`config.mk`:
```
export PLATFORM = sky130hd
export DESIGN_NAME = dmem_arbiter
export DESIGN_NICKNAME = d
export VERILOG_FILES = /design/src/rtl/dmem_arbiter.sv
export SDC_FILE = /design/constraint.sdc
export NUM_CORES = 1
export LEC_CHECK = 0
export BUFFER_PORTS_ARGS = -buffer_cell sky130_fd_sc_hd__buf_2
export CAP_MARGIN = 20
export CELL_PAD_IN_SITES_DETAIL_PLACEMENT = 0
export CELL_PAD_IN_SITES_GLOBAL_PLACEMENT = 1
export CORE_MARGIN = 10
export CORE_UTILIZATION = 35
export DETAILED_ROUTE_END_ITERATION = 16
export GPL_ROUTABILITY_DRIVEN = 0
export PLACE_DENSITY_LB_ADDON = 0.1
export RECOVER_POWER = 50
export SYNTH_ARGS = -nofsm -noshare
export SYNTH_HDL_FRONTEND = slang
export SYNTH_SLANG_ARGS = --single-unit
```
`constraint.sdc`:
```
create_clock -name clk -period 3.09 [get_ports clk]
set_input_delay 0.309 -clock clk [delete_from_list [all_inputs] [get_ports clk]]
set_output_delay 0.309 -clock clk [all_outputs]
set_load 0.02 [all_outputs]
```
`src/rtl/dmem_arbiter.sv`:
```
// Two-port round-robin arbiter/sequencer for the 32x8 data memory.
// Each access runs IDLE -> ACCESS -> DONE, and every memory-facing line comes straight from a register.
module dmem_arbiter #(
  parameter int AW = 5,
  parameter int DW = 8
) (
  input  logic          clk,
  input  logic          rst_n,
  input  logic          p0_req,
  input  logic          p0_we,
  input  logic [AW-1:0] p0_addr,
  input  logic [DW-1:0] p0_wdata,
  output logic          p0_ack,
  output logic [DW-1:0] p0_rdata,
  input  logic          p1_req,
  input  logic          p1_we,
  input  logic [AW-1:0] p1_addr,
  input  logic [DW-1:0] p1_wdata,
  output logic          p1_ack,
  output logic [DW-1:0] p1_rdata,
  output logic          mem_rd,
  output logic          mem_wr,
  output logic [AW-1:0] mem_addr,
  output logic [DW-1:0] mem_wdata,
  input  logic [DW-1:0] mem_rdata,
  output logic          busy,
  output logic [1:0]    state_dbg
);

  // Handshake: a requester raises req with we/addr/wdata stable and holds all of
  // them until it sees its one-cycle ack. It drops req at the edge that ends the
  // ack cycle. Any req still high in IDLE counts as a new request.
  typedef enum logic [1:0] {
    IDLE   = 2'd0,
    ACCESS = 2'd1,
    DONE   = 2'd2
  } state_e;

  state_e          state;
  logic            last_grant;
  logic            grant_id;
  logic            grant_sel;
  logic            sel_we;
  logic [AW-1:0]   sel_addr;
  logic [DW-1:0]   sel_wdata;

  // On a tie the port that was not served last wins; otherwise the lone requester wins.
  assign grant_sel = (p0_req && p1_req) ? ~last_grant : p1_req;
  assign sel_we    = grant_sel ? p1_we    : p0_we;
  assign sel_addr  = grant_sel ? p1_addr  : p0_addr;
  assign sel_wdata = grant_sel ? p1_wdata : p0_wdata;
  assign state_dbg = state;

  always_ff @(posedge clk) begin
    if (!rst_n) begin
      state      <= IDLE;
      last_grant <= 1'b1;
      grant_id   <= 1'b0;
      mem_rd     <= 1'b0;
      mem_wr     <= 1'b0;
      mem_addr   <= '0;
      mem_wdata  <= '0;
      p0_ack     <= 1'b0;
      p1_ack     <= 1'b0;
      p0_rdata   <= '0;
      p1_rdata   <= '0;
      busy       <= 1'b0;
    end else begin
      case (state)
        IDLE: begin
          if (p0_req || p1_req) begin
            grant_id  <= grant_sel;
            mem_addr  <= sel_addr;
            mem_wdata <= sel_wdata;
            mem_rd    <= ~sel_we;
            mem_wr    <= sel_we;
            busy      <= 1'b1;
            state     <= ACCESS;
          end
        end
        ACCESS: begin
          // mem_rdata is combinational on rd/addr, so it is settled by the closing edge.
          if (mem_rd) begin
            if (grant_id) p1_rdata <= mem_rdata;
            else          p0_rdata <= mem_rdata;
          end
          mem_rd     <= 1'b0;
          mem_wr     <= 1'b0;
          p0_ack     <= ~grant_id;
          p1_ack     <= grant_id;
          last_grant <= grant_id;
          state      <= DONE;
        end
        DONE: begin
          p0_ack <= 1'b0;
          p1_ack <= 1'b0;
          busy   <= 1'b0;
          state  <= IDLE;
        end
        default: begin
          mem_rd <= 1'b0;
          mem_wr <= 1'b0;
          p0_ack <= 1'b0;
          p1_ack <= 1'b0;
          busy   <= 1'b0;
          state  <= IDLE;
        end
      endcase
    end
  end

endmodule

```
### Word level (Yosys, flattened, before mapping)

Cells that the tools add are included.

| cells by class | value |
|---|---|
| eq/ne operators | 3 |
| bitwise gates (word level) | 5 |
| mux-type cells | 14 |
| reductions and logical operators | 8 |

Operators by type and width:

| operator | number |
|---|---|
| $pmux W1 S2 | 5 |
| $mux W8 | 1 |
| $reduce_and A2 Y1 | 3 |
| $reduce_and A3 Y1 | 2 |
| $mux W1 | 5 |
| $mux W5 | 1 |
| $not A1 Y1 | 5 |
| $pmux W2 S2 | 1 |
| $eq A2 B1 Y1 const B | 1 |
| $eq A2 B2 Y1 const B | 1 |
| $logic_not A2 Y1 | 1 |
| $mux W2 | 1 |
| $ne A2 B2 Y1 const B | 1 |
| $logic_and A1 B1 Y1 | 1 |
| $logic_or A1 B1 Y1 | 1 |

| word-level totals | value |
|---|---|
| flip-flop bits (word level) | 38 |
| output and inout bits | 36 |

### Logic depth before layout (Yosys ltp)

Gate-level depths: netlist of the first run.

| depth | value |
|---|---|
| depth after elaboration | 6 |
| depth in mapped cells | 5 |

### Worst setup path after synthesis of the first run

Ideal clock, no wire load.

| timing | value |
|---|---|
| kind | register -> register |
| from | register state[0] (netlist: state_dbg[0]) |
| to | register p0_rdata[0] |
| slack | 1.734 ns |
| stages on the path, launching flop included | 6 |
| arrival | 1.229 ns |
| cell sequence | dfxtp_1 buf_2 and4bb_1 buf_6 mux2i_1 nor2_1 |

| between the ends | value |
|---|---|
| word-level cells in the longest chain between the ends | 2 |

RTL lines:

| what | line | source |
|---|---|---|
| from (decl) | 39 | `state_e state;` |
| from (signal assigned) | 56 | `state <= IDLE;` |
| from (signal assigned) | 78 | `state <= ACCESS;` |
| from (signal assigned) | 92 | `state <= DONE;` |
| $eq A2 B1 Y1 | 69 | `case (state)` |
| $reduce_and A3 Y1 (no source line) | - |  |
| to (signal assigned) | 85 | `else p0_rdata <= mem_rdata;` |
| to (decl) | 14 | `output logic [DW-1:0] p0_rdata,` |

Every way passes these cells.
A chain may end at the register's enable or synchronous reset.

### Final worst setup path of the first run

| timing | value |
|---|---|
| from | register state[0] (netlist: state_dbg[0]) |
| to | register p0_rdata[2] |

Same word-level chain as after synthesis.

==> reports/results.ini, run 1 <==
[logic_synthesis]
yosysSeqAreaShare_pct=47.0
yosys.cell_count.top_type=nand2_1
synthCells=176
syn-num-nets=216
syn_avg_cell_area_sq_um=9.20
synth_area_sq_um=1620
synth-main-ff-cell=dfxtp_1
yosys_warnings=0
synthTopCellsByCount=44 x nand2_1, 38 x dfxtp_1, 22 x a21oi_1
ys_types=29
synthTopCellsByArea=dfxtp_1 47%, nand2_1 10%, a311oi_2 8.3%
synth_edf_count=0
synth_top_cell_by_area=dfxtp_1
synth_top_area_share_pct=47.0
ys_ff_latch=38
synthArstFlopShare_pct=0

[floorplan]
rows=24
die_area_sq_um=7750
ios=76
die_x_microns=88.0
initial_core_util_pct=36.7
die_h_microns=88.0
core_region_area_sq_um=4410

[setup_path]
worstPathRequired_ns=3.27
crit_fanout=9
crit_slowest_cell=and4bb_1
path_buf_inv=0
crit_arrival_ns=1.66
crit_chain=and4bb_1, mux2i_1, nor2_1
start_kind=flip-flop
critPathTopFamily=simple AND/OR/NAND/NOR gates
cpPeakStageDelay_ns=0.55
end_kind=flip-flop
crit_type=reg -> reg

[sta]
fmax_mhz=674
fin_skew_ns=0.0143
setup_tns_ns=0
slew_violations=0
period_minus_slack_ns=1.48
setup_violations=0
hold_viol=0
rsz0062_at_grt=false
holdWs_ns=0.265
slew_headroom_pct=57.8
finalCritPeriodShare_pct=48.0
tightest_slew_ns=0.629
final.setup.worst_slack_ns=1.61

[detailed_routing]
drc_errors=0
vias=1467
wl_per_cell_microns=15.5
routed_wl_microns=4660
viasPerCell=4.89
drt_iter0_drc=45
firstDrtPassIters=4
antenna_left=0

[global_route]
grt_pass1_wl_microns=7330
grt_usage_pct=11.6
grt_max_degree=23
grt_pass1_vias=1567
grt_remaining_overflow=0
grt_antenna_before_repair=0

[clock_tree]
clockBufferDepth=2
cts_setup_buffers=0
cts_made_buffers=5
clock-sinks=38
clkLatencyLatePin_ns=0.29
ctsResizeCount=0
cts_tree=yes
htreeDepth=2
clock-root-buffer=clkbuf_8
hold_buffers=0
clkTransAtPathRegs_ns=0.08

[place]
dp_cells=292
dp_hpwl_microns=3460
postPlaceCellArea_sq_um=1990
port_buffers=75
post-place-ws_ns=1.59

[power_and_ir_drop]
p_total_mw=1.11
power_density_nw_per_um2=544
p_leak_nw=0.832
ir_worst_vdd_v=0.000199

[finish]
drive_above_1_share_pct=26.6
final_cell_area_sq_um=2040
nets=287
utilization_pct=46.3
fin_cells=300
area_delta_synth_final_pct=26.3
n_antenna_cell=0

[hold_path]
hold_path_class=in -> reg

[run_status]
status=finished, final reports clean

[run]
drv_cap=0

==> path summary, 6_finish.rpt <==
path	start	end	slack [ns]	cells past startpoint
setup / recovery	state_dbg[0]$_SDFFE_PN0P_	p0_rdata[2]$_SDFFE_PN0P_	1.61	3
hold / removal	mem_rdata[6]	p1_rdata[6]$_SDFFE_PN0P_	0.26	3
setup reg to reg	state_dbg[0]$_SDFFE_PN0P_	p0_rdata[2]$_SDFFE_PN0P_	1.61	3
hold reg to reg	p1_rdata[7]$_SDFFE_PN0P_	p1_rdata[7]$_SDFFE_PN0P_	0.46	2
==> flip-flops by register name, summed over array words and instances (netlist names) <==
name        cells
p0_rdata        8
p1_rdata        8
mem_rd          1
mem_wr          1
mem_addr        5
p0_ack          1
state_dbg       2
mem_wdata       8
p1_ack          1
busy            1
grant_id        1
last_grant      1
==> report_power, final <==
group          leakage [nW]  switching (mW)  internal, mW
registers             0.311          0.0233         0.522
clock network        0.0472           0.180         0.179
logic                 0.474           0.130        0.0777
total                 0.832           0.333         0.779
==> cell usage in the layout, fill, tap and decap left out, types with 4 or more instances in the layout <==
master	n
a311oi_1	4
clkbuf_8	6
clkbuf_1	33
a21oi_1	22
mux2i_1	10
a311oi_2	9
inv_1	5
buf_2	42
nor2_1	12
dfxtp_1	38
nand2_1	44
==> area by class of cell <==
| cell class | instances | area (sq um) |
|---|---|---|
| Multi-Input combinational cell | 120 | 756 |
| Timing Repair Buffer | 77 | 349 |
| Inverter | 5 | 18.8 |
| Sequential cell | 38 | 761 |
| Fill cell | 482 | 2370 |
| Clock inverter | 2 | 12.5 |
| Clock buffer | 6 | 82.6 |
| Tap cell | 52 | 65.1 |
==> routing by layer <==
layer	share of wire [%]	GRT usage, %
met2	48	20.0
met5	0	0
met1	43	12.8
met3	8.1	4.64
met4	1.0	3.71
==> cell families after synthesis <==
kind of cell    Yosys count  share of synthesized area (%)
simple gates             65                           17.7
compound gates           44                           21.9
flops                    38                           47.0
buf+inv                  18                           6.34
mux                      11                           7.11
==> tightest hold or removal path, delay by kind of cell <==
kind            cells  cell delay [ns]
buf+inv             1             0.10
compound gates      1             0.05
simple gates        1             0.05
Power figures use the tool's default switching activity.
==> run 2, diff against run 1 <==
--- a/config.mk
+++ b/config.mk
@@ -10,7 +10,7 @@
 export CELL_PAD_IN_SITES_DETAIL_PLACEMENT = 0
 export CELL_PAD_IN_SITES_GLOBAL_PLACEMENT = 1
 export CORE_MARGIN = 10
-export CORE_UTILIZATION = 35
+export CORE_UTILIZATION = 33
 export DETAILED_ROUTE_END_ITERATION = 16
 export GPL_ROUTABILITY_DRIVEN = 0
 export PLACE_DENSITY_LB_ADDON = 0.1
==> constraint.sdc (replaced) <==
create_clock -name clk -period 1.5 [get_ports clk]
set_input_delay 0.15 -clock clk [delete_from_list [all_inputs] [get_ports clk]]
set_output_delay 0.15 -clock clk [all_outputs]
set_load 0.02 [all_outputs]
==> run 2 against run 1 <==
Effect of this change: final cell count is 7.0% higher; final area is 2.9% higher; combinational power is 120% higher; global-route usage is 0.15 points lower; register-to-register slack worse by 1.4 ns; utilization is 2.1 points lower; die area is 4.7% higher; critical path type unchanged.
==> reports/results.ini, run 2 (same netlist as run 1, synthesis figures left out) <==
[run_status]
status=finished, final reports clean

[setup_path]
end_kind=flip-flop
worstPathRequired_ns=1.67  ; -1.60 ns
r2r_cells=3  ; unchanged
start_kind=flip-flop
crit_arrival_ns=1.51  ; -0.15 ns
crit_fanout=8  ; -1
crit_type=reg -> reg

[place]
postPlaceCellArea_sq_um=2070  ; +4.0%
dp_hpwl_microns=3610  ; +4.5%
port_buffers=75  ; unchanged

[sta]
fin_skew_ns=0.00177  ; -0.0126 ns
setup_tns_ns=0  ; unchanged
fmax_mhz=747  ; +11%
holdWs_ns=0.110  ; -0.155 ns
slew_headroom_pct=66.2  ; +8.4 points
finalCritPeriodShare_pct=89.2  ; +41 points
slew_violations=0  ; unchanged
tightest_slew_ns=0.507  ; -0.122 ns
setup_violations=0  ; unchanged
hold_viol=0  ; unchanged
period_minus_slack_ns=1.34  ; -0.146 ns
rsz0062_at_grt=false

[detailed_routing]
viasPerCell=4.61  ; -5.7%
drt_iter0_drc=39  ; -13%
drc_errors=0  ; unchanged
wl_per_cell_microns=14.9  ; -4.1%
routed_wl_microns=4780  ; +2.6%
antenna_left=0  ; unchanged
vias=1481  ; +0.95%
firstDrtPassIters=4  ; unchanged

[finish]
n_antenna_cell=0  ; unchanged
largest_registers=mem_wdata x8, p0_rdata x8, p1_rdata x8
final_cell_area_sq_um=2100  ; +2.9%
drive_above_1_share_pct=27.6  ; +0.95 points
nets=295  ; +2.8%
layout_commonest_cell=nand2_1
utilization_pct=44.2  ; -2.1 points
mostFrequentLayoutCells=44 x nand2_1, 42 x buf_2, 38 x dfxtp_1
area_delta_synth_final_pct=29.9

[global_route]
grt_max_degree=22  ; -4.3%
grt_pass1_wl_microns=7730  ; +5.5%
grt_remaining_overflow=0  ; unchanged
grt_usage_pct=11.5  ; -0.15 points
grt_antenna_before_repair=0  ; unchanged
grt_pass1_vias=1530  ; -2.4%

[clock_tree]
ctsResizeCount=0  ; unchanged
cts_made_buffers=5  ; unchanged
clockBufferDepth=2  ; unchanged
clkTransAtPathRegs_ns=0.07  ; about the same
htreeDepth=2  ; unchanged
hold_buffers=0  ; unchanged
clkLatencyLatePin_ns=0.28  ; about the same
clock-root-buffer=clkbuf_8
cts_tree=yes
clock-sinks=38  ; unchanged
cts_setup_buffers=0  ; unchanged

[floorplan]
initial_core_util_pct=34.1  ; -2.6 points
ios=76  ; unchanged
die_x_microns=90.0  ; +2.3%
rows=25  ; +4.2%
die_h_microns=90.0  ; +2.3%
die_area_sq_um=8110  ; +4.7%
core_region_area_sq_um=4750  ; +7.7%

[power_and_ir_drop]
ir_worst_vdd_v=0.000424  ; +110%
power_density_nw_per_um2=1070  ; +97%
p_leak_nw=0.860  ; +3.3%

[hold_path]
hold_path_class=in -> reg
holdPathStages=3  ; unchanged

[run]
drv_cap=0  ; unchanged

==> run 2: final cells by class <==
class                           instances  area, sq um
Fill cell                             536         2650
Multi-Input combinational cell        120          756
Tap cell                               67         83.8
Inverter                                5         18.8
Timing Repair Buffer                   85          402
Clock buffer                            6         82.6
Sequential cell                        38          761
==> run 2: stage by stage <==
| stage | std cells | setup slack (ns) | power, mW |
|---|---|---|---|
| 2_1_floorplan | 176 | 0.144 | 1.44 |
| 3_3_place_gp | 315 | 0.167 | 1.62 |
| 3_5_place_dp | 315 | 0.145 | 1.62 |
| 4_1_cts | 321 | 0.130 | 2.31 |
| 5_1_grt | 321 | 0.0479 | 2.39 |
| 6_report | 321 | 0.162 | 2.25 |
==> run 2: where the power goes <==
part	internal [mW]	switching, mW	total (mW)
clock	0.354	0.328	0.682
sequential	1.08	0.0369	1.11
combinational	0.176	0.284	0.460
==> run 2: metal layers <==
metal / global-route usage, % / vias to the layer above / wire length (microns)
met5: 0 / - / 0
met4: 3.58 / 0 / 51
met3: 4.66 / 5 / 304
met2: 18.5 / 47 / 2240
met1: 13.5 / 667 / 2190
li1: - / 762 / -
==> run 2: path summary, 6_finish.rpt <==
check | startpoint | endpoint | slack [ns]
max | grant_id$_SDFFE_PN0P_ | p0_rdata[7]$_SDFFE_PN0P_ | 0.16
min | mem_rdata[7] | p1_rdata[7]$_SDFFE_PN0P_ | 0.11
max reg2reg | grant_id$_SDFFE_PN0P_ | p0_rdata[7]$_SDFFE_PN0P_ | 0.16
min reg2reg | p1_rdata[1]$_SDFFE_PN0P_ | p1_rdata[1]$_SDFFE_PN0P_ | 0.45
==> run 2: worst max-delay path, stage by stage (launching register included) <==
cell      delay (ns)
dfxtp_1         0.34
and4bb_1        0.59
mux2i_1         0.24
nor2_1          0.05
